--- config.mk ---
export PLATFORM = sky130hd
export DESIGN_NAME = usb_in_arbiter
export DESIGN_NICKNAME = d
export VERILOG_FILES = /design/src/rtl/usb_pkg.sv /design/src/rtl/usb_in_arbiter_rr_pick.sv /design/src/rtl/usb_in_arbiter.sv
export SDC_FILE = /design/constraint.sdc
export NUM_CORES = 1
export LEC_CHECK = 0
export ABC_AREA = 1
export CORE_MARGIN = 3
export CORE_UTILIZATION = 42
export CTS_BUF_LIST = sky130_fd_sc_hd__clkbuf_8
export DETAILED_ROUTE_END_ITERATION = 10
export MAX_ROUTING_LAYER = met4
export PLACE_DENSITY = 0.79
export SYNTH_ARGS = -nofsm -noshare
export SYNTH_HDL_FRONTEND = slang
export SYNTH_SLANG_ARGS = --single-unit
--- constraint.sdc ---
create_clock -name Clk -period 2.8 [get_ports Clk]
set_clock_uncertainty 0.1 [all_clocks]
set_input_delay 0.42 -clock Clk [delete_from_list [all_inputs] [get_ports Clk]]
set_output_delay 0.42 -clock Clk [all_outputs]
set_load 0.02 [all_outputs]
--- src/rtl/usb_pkg.sv ---
// Shared definitions for the USB IN-endpoint arbiter: FSM encoding and the
// default Ack/Error wait limit.
package usb_pkg;

    typedef enum logic [1:0] {
        ST_IDLE     = 2'd0,
        ST_SEND     = 2'd1,
        ST_WAIT_ACK = 2'd2
    } arb_state_e;

    localparam int ACK_TIMEOUT_DEFAULT = 4096;

endpackage

--- src/rtl/usb_in_arbiter_rr_pick.sv ---
// Combinational round-robin finder: returns the first requester at or above
// last_i+1 (wrapping), plus a valid flag when any request is present.
module rr_pick #(
    parameter int N  = 4,
    parameter int IW = (N > 1) ? $clog2(N) : 1
) (
    input  logic [N-1:0]  req_i,
    input  logic [IW-1:0] last_i,
    output logic [IW-1:0] idx_o,
    output logic          valid_o
);

    // cand[k] is the index visited k+1 steps after the last winner
    logic [IW-1:0] cand [N];

    genvar gi;
    generate
        for (gi = 0; gi < N; gi++) begin : g_cand
            assign cand[gi] = IW'((32'(last_i) + 32'(gi) + 32'd1) % 32'(N));
        end
    endgenerate

    always_comb begin
        idx_o   = '0;
        valid_o = 1'b0;
        for (int k = N - 1; k >= 0; k--) begin
            if (req_i[cand[k]]) begin
                idx_o   = cand[k];
                valid_o = 1'b1;
            end
        end
    end

endmodule

--- src/rtl/usb_in_arbiter.sv ---
// Round-robin arbiter sharing the packet engine's single IN port between
// N_REQ endpoint sources; a grant is held until Ack, isochronous end or timeout.
import usb_pkg::*;

module usb_in_arbiter #(
    parameter int N_REQ       = 4,
    parameter int ACK_TIMEOUT = ACK_TIMEOUT_DEFAULT
) (
    input  logic                       Clk,
    input  logic                       Reset,
    input  logic [8*N_REQ-1:0]         Req_Data,
    input  logic [N_REQ-1:0]           Req_Ready,
    input  logic [N_REQ-1:0]           Req_ZeroLength,
    input  logic [N_REQ-1:0]           Req_Isochronous,
    input  logic [N_REQ-1:0]           Req_Sequence,
    output logic [N_REQ-1:0]           Req_WaitRequest,
    output logic [N_REQ-1:0]           Req_Ack,
    output logic [N_REQ-1:0]           Req_Error,
    output logic [7:0]                 IN_Data,
    output logic                       IN_Ready,
    output logic                       IN_ZeroLength,
    output logic                       IN_Isochronous,
    output logic                       IN_Sequence,
    input  logic                       IN_WaitRequest,
    input  logic                       IN_Ack,
    input  logic                       Error,
    output logic [$clog2(N_REQ)-1:0]   Grant,
    output logic                       Busy,
    output logic                       Timeout
);

    localparam int GW = $clog2(N_REQ);
    localparam int TW = $clog2(ACK_TIMEOUT + 1);

    arb_state_e    state_q, state_d;
    logic [GW-1:0] grant_q, grant_d;
    logic [GW-1:0] last_q, last_d;
    logic [TW-1:0] timer_q, timer_d;
    logic          timeout_q, timeout_d;

    logic [GW-1:0] pick_idx;
    logic          pick_valid;
    logic [7:0]    req_byte [N_REQ];

    rr_pick #(
        .N  (N_REQ),
        .IW (GW)
    ) u_rr_pick (
        .req_i   (Req_Ready),
        .last_i  (last_q),
        .idx_o   (pick_idx),
        .valid_o (pick_valid)
    );

    genvar gi;
    generate
        for (gi = 0; gi < N_REQ; gi++) begin : g_src
            logic is_gnt;
            assign is_gnt              = (grant_q == GW'(gi));
            assign req_byte[gi]        = Req_Data[8*gi +: 8];
            assign Req_WaitRequest[gi] = (is_gnt && state_q == ST_SEND) ? IN_WaitRequest : 1'b1;
            // Error takes precedence: a retried packet must not also look acknowledged
            assign Req_Ack[gi]         = is_gnt && (state_q == ST_WAIT_ACK) && IN_Ack && !Error;
            assign Req_Error[gi]       = is_gnt && (state_q != ST_IDLE) && Error;
        end
    endgenerate

    assign IN_Data        = req_byte[grant_q];
    assign IN_ZeroLength  = Req_ZeroLength[grant_q];
    assign IN_Isochronous = Req_Isochronous[grant_q];
    assign IN_Sequence    = Req_Sequence[grant_q];
    assign IN_Ready       = (state_q == ST_SEND) && Req_Ready[grant_q];
    assign Grant          = grant_q;
    assign Busy           = (state_q != ST_IDLE);
    assign Timeout        = timeout_q;

    always_comb begin
        state_d   = state_q;
        grant_d   = grant_q;
        last_d    = last_q;
        timer_d   = timer_q;
        timeout_d = 1'b0;
        case (state_q)
            ST_IDLE: begin
                if (pick_valid) begin
                    grant_d = pick_idx;
                    state_d = ST_SEND;
                end
            end
            ST_SEND: begin
                if (!Req_Ready[grant_q]) begin
                    if (Req_Isochronous[grant_q]) begin
                        state_d = ST_IDLE;
                        last_d  = grant_q;
                    end else begin
                        state_d = ST_WAIT_ACK;
                        timer_d = '0;
                    end
                end
            end
            ST_WAIT_ACK: begin
                timer_d = timer_q + TW'(1);
                if (Error) begin
                    timer_d = '0;
                end else if (Req_Ready[grant_q]) begin
                    state_d = ST_SEND;
                end else if (IN_Ack) begin
                    state_d = ST_IDLE;
                    last_d  = grant_q;
                end else if (timer_q == TW'(ACK_TIMEOUT - 1)) begin
                    timeout_d = 1'b1;
                    state_d   = ST_IDLE;
                    last_d    = grant_q;
                end
            end
            default: state_d = ST_IDLE;
        endcase
    end

    // Reset leaves last at N_REQ-1 so source 0 wins the first arbitration
    always_ff @(posedge Clk or negedge Reset) begin
        if (!Reset) begin
            state_q   <= ST_IDLE;
            grant_q   <= '0;
            last_q    <= GW'(N_REQ - 1);
            timer_q   <= '0;
            timeout_q <= 1'b0;
        end else begin
            state_q   <= state_d;
            grant_q   <= grant_d;
            last_q    <= last_d;
            timer_q   <= timer_d;
            timeout_q <= timeout_d;
        end
    end

endmodule

* Word-level counts from Yosys, hierarchy flattened
Index checks and enable logic that the tools add are counted.
** Storage, ports and cells
- Register bits after elaboration :: 20
- Latch bits :: 0
- RAM bits :: 0
- ROM bits :: 0
- Bits of input ports :: 53
- Output and inout bits :: 28
- Memories :: 0
** Operators by class
- Add/subtract/negate cells :: 7
- Multiply operators :: 0
- Divide/modulo/power cells :: 0
- Magnitude comparators :: 6
- Equal/unequal tests :: 14
- Shift operators :: 0
- Multiplexer cells :: 55
- Bitwise logic cells :: 1
- Reductions and logical operators :: 34
** Operators by type and width (number)
- 2-to-1 mux 13 bit :: 3
- 2-to-1 mux 2 bit :: 17
- one-hot mux 13 bit (2 select lines) :: 1
- logical AND 1 bit :: 25
- 2-to-1 mux 1 bit :: 21
- binary-select mux 1 bit (select 2 bit) :: 8
- binary-select mux 8 bit (select 2 bit) :: 1
- 2-to-1 mux 8 bit :: 2
- less-than comparator 2 x 3 -> 1 bit, second input constant :: 5
- adder 13 x 1 -> 13 bit, second input constant :: 1
- == test 13 x 12 -> 1 bit, second input constant :: 1
- inequality test 2 bit, second input constant :: 6
- adder 2 x 1 -> 2 bit, second input constant :: 4
- == test 2 bit, second input constant :: 3
- one-hot mux 2 bit (3 select lines) :: 1
- AND reduction 6 bit :: 1
- adder 2 bit, second input constant :: 2
- == test 2 x 1 -> 1 bit, second input constant :: 2
- logical NOT 2 bit :: 2
- inequality test 4 x 2 -> 1 bit, second input constant :: 1
- one-hot mux 2 bit (2 select lines) :: 1
- AND reduction 4 bit :: 1
- nonzero test 2 bit :: 2
- greater-or-equal comparator 3 bit, second input constant :: 1
- other kinds (5) :: 5

* Longest topological paths before layout
- Depth after elaboration :: 10
- Mapped depth :: 11
- Gate-level depth less buffers :: 10

* By module
Synthesis repeated with hierarchy kept, for this count alone.
** Second synthesis, totals
- Cells, all modules :: 300
- Area, all modules :: 1863.0 sq um
** Modules (own cells, without submodules)
- usb_in_arbiter :: instances 1, cells each 248, area each 1624.1 sq um, seq. area each 503.0 sq um
- rr_pick :: instances 1, cells each 52, area each 239.0 sq um, seq. area each 0.0 sq um

* Worst setup path before layout
No wires, ideal clock.
- Kind :: register to output
- Start point :: register grant_q[1], in the netlist Grant[1]
- End point :: output Req_Ack[0]
- Arrival :: 1.482 ns
- Path slack :: 0.798 ns
- Stages on the path, launching flop included :: 6
- Path through :: dfrtp_1 buf_2 nor2_1 buf_2 inv_1 nor3_1
** On the way
- Word-level cells in the longest chain between the ends :: 4
** RTL lines
- start: declaration :: RTL line usb_in_arbiter.sv:36 : logic [GW-1:0] grant_q, grant_d;
- start signal: assignment :: RTL line usb_in_arbiter.sv:130 : grant_q <= grant_d;
- logical NOT 2 bit :: RTL line usb_in_arbiter.sv:59 : assign is_gnt = (grant_q == GW'(gi));
- logical AND 1 bit (3 in series) :: RTL line usb_in_arbiter.sv:63 : assign Req_Ack[gi] = is_gnt && (state_q == ST_WAIT_ACK) && IN_Ack && !Error;
- end: declaration :: RTL line usb_in_arbiter.sv:17 : output logic [N_REQ-1:0] Req_Ack,
No other way between the ends.

* Worst setup path after layout
- Start point :: register grant_q[0], in the netlist Grant[0]
- End point :: output IN_Data[1]
** On the way
- Word-level cells in the longest chain between the ends :: 4
** RTL lines
- NOT 2 -> 3 bit (implied by the code) :: RTL line usb_in_arbiter.sv:68 : assign IN_Data = req_byte[grant_q];
- binary-select mux 8 bit (select 2 bit) :: RTL line usb_in_arbiter.sv:68
- 2-to-1 mux 8 bit (implied by the code) (2 in series) :: RTL line usb_in_arbiter.sv:68
- end: declaration :: RTL line usb_in_arbiter.sv:19 : output logic [7:0] IN_Data,
No other way between the ends. The select of a mux whose other input is x is not followed.

==> run metrics <==
status completed; Die X 73.0 microns; Worst EP required 2.28 ns; clock sinks 20; Syn Nets 355; share of the synthesized area in the top cell type 0.239; Root Driver clkbuf_8; # IOs 81; Critical Path Start Grant[0]; post-synth top area cell dfrtp_1; crit share post-route 0.924; CP startpoint kind flop; switching share of power 0.500; hold_buf cts 0; Post-DP HPWL 4720 microns; Post-Synthesis Cells 301; clock buffer depth 2; layout overhead on the synthesized area 47.3%; Core Box Area 0.00417 sq mm; Post-Syn Area 0.00189 sq mm; CP peak stage delay 0.60 ns; fin. max-slew vios 0; P_sw 0.00114 W; asr flop ratio synth 1.00; fin nets 434; VDD IR max 0.000651 V; Avg Cell Area, Syn 6.27 sq um; routability congestion estimate 0.879; power share of the clock group 0.096; critical path, cell by cell inv_6, nand2_1, inv_1, a22oi_1, nand2_1, clkdlybuf4s50_1; internal cell power 0.00114 W; layer with the highest usage met2; WP data arrival 2.07 ns; global routing usage on met2 0.409; pwr/cell area 820 mW/mm^2; crit path time final 2.59 ns; total gr overflow 0; worst hold path class primary input to async pin; routed vias 2263; Die ar. 0.00533 sq mm; Post-CTS Setup Bufs 0; top cells by area, synth dfrtp_1 24%, nand2_1 22%, a22oi_1 7.6%; vias in the first global route 2130; met3 Use GR 0.0358; fmax 387 MHz; antenna viol nets, final 0; largest net degree at the start of global routing 21; crit end category output port; first-pass GRT wire length 9720 microns; CTS tree built; Starting Density 0.452; Rows 23; total CTS buffers 3; clock-pin slew on the worst setup and hold paths 0.07 ns; Leakage 1.30 nW; sequential area share after synthesis 0.267; synthesis-stage register bit count 20; Worst Path Max Fanout 11; global routing usage on met1 0.277; Total GRT Usage 0.231; Flop pwr share 0.197; Setup WS pre-CTS 0.253 ns; Top FF cell, synth dfrtp_1; layout cell share with drive strength beyond 1 0.0897; combinational share of power 0.707; Crit Path Category flop to output port; synth unique cells 26; vias per inst 5.28; Setup violations, final 0; Post-synth EDFFs 0; wire per inst 13.7 microns; Final Util 0.666; first drt pass iteration count 4; worst skew pair latency 0.26 ns; max_cap viols 0; Setup TNS Final 0 ns; antenna violations before repair 0; final worst slack 0.214 ns; WL final 5870 microns; # diodes 0; RSZ-0062 raised after global routing false; Crit-path slowest cell clkdlybuf4s50_1; DRC 0; Worst path most repeated cell nand2_1; worst slew pin tran 0.438 ns; Reg-to-Reg Start state_q[0]; number of port buffers 80; DRT iter0 DRCs 91; Syn. warnings 0; Final Hold Fails 0; Relative slew margins 0.705; Vert. Die Dim 73.0 microns; number of H-tree levels 1
## power by group through the flow
stage               registers (W)  logic [W]  clock network (W)
floorplan                0.000420    0.00107                  0
global placement         0.000450    0.00159                  0
detailed placement       0.000452    0.00161                  0
CTS                      0.000447    0.00162           0.000224
global route             0.000462    0.00178           0.000237
finish                   0.000449    0.00161           0.000219
## through the flow
stage          instance area (sq um)  power [W]  hold slack (ns)  instances
2_1_floorplan                   1890    0.00149           0.0244        301
3_3_place_gp                    2720    0.00204            0.386        425
3_5_place_dp                    2720    0.00207            0.395        425
4_1_cts                         2780    0.00229            0.407        429
5_1_grt                         2780    0.00248            0.420        429
6_report                        2780    0.00228            0.401        429
## state kept, by name (all words and copies together) (netlist names)
name,flops
timer_q,13
Grant,2
last_q,2
state_q,2
Timeout,1
## path summary, 6_finish.rpt
kind                         endpoint  slack (ns)  cells past startpoint
max                        IN_Data[1]        0.21                      6
min                           Timeout        0.40                      2
max reg2reg                 last_q[1]        0.97                      9
min reg2reg                 last_q[1]        0.41                      2
max in group asynchronous   last_q[0]        1.93                      2
min in group Clk            last_q[1]        0.41                      2
## kinds of logic (layout without fill, tap and decap cells)
| logic type | count (synthesis) | count (layout) | share of synthesized area |
|---|---|---|---|
| buf+inv | 45 | 123 | 0.108 |
| fa+ha+maj | 1 | 1 | 0.00663 |
| simple gates | 207 | 207 | 0.517 |
| compound gates | 28 | 28 | 0.102 |
| flops | 20 | 20 | 0.267 |
## final cells by class
type / instances / area, sq um
inverter: 33 / 131
timing repair buffer: 86 / 846
tap: 50 / 62.6
fill: 393 / 1390
sequential: 20 / 504
multi-input combinational: 236 / 1180
clock buffer: 4 / 55.1
## routing by layer
layer,vias to the layer above,wire [microns]
met5,-,0
li1,1153,-
met1,1028,2410
met4,0,38
met3,5,551
met2,77,2870
## critical path, delay by kind of cell (launching register included)
kind,cells,cell delay [ns]
compound gates,1,0.14
flops,1,0.50
buf+inv,3,0.99
simple gates,2,0.18
## placed cells by master (no fill, tap or decap), types with 2 or more instances in the layout
master           netlist  layout
a21oi_1                4       4
a22oi_1               19      19
buf_4                  1       6
clkbuf_8               0       4
clkdlybuf4s50_1        0      80
dfrtp_1               18      17
dfstp_2                2       2
inv_1                 31      31
nand2_1              109     109
nand2_2                6       6
nand3_1               28      28
nand3_2                9       9
nand4_1               19      19
nor2_1                25      25
nor3_1                 7       7
o21ai_0                3       3
## what timing repair did
item,in CTS,in global routing
gates resized for setup,0,1
hold endpoints to repair,0,0
endpoints found under the setup margin,0,7
## cells in the mapped netlist (3+ instances only)
master	count
nand3_1	28
nor2_1	25
nand3_2	9
nor3_1	7
o21ai_0	3
nand4_1	19
dfrtp_1	18
inv_1	31
nand2_1	109
buf_2	7
a21oi_1	4
a22oi_1	19
nand2_2	6
No activity file was read; power rests on OpenSTA's default activity.
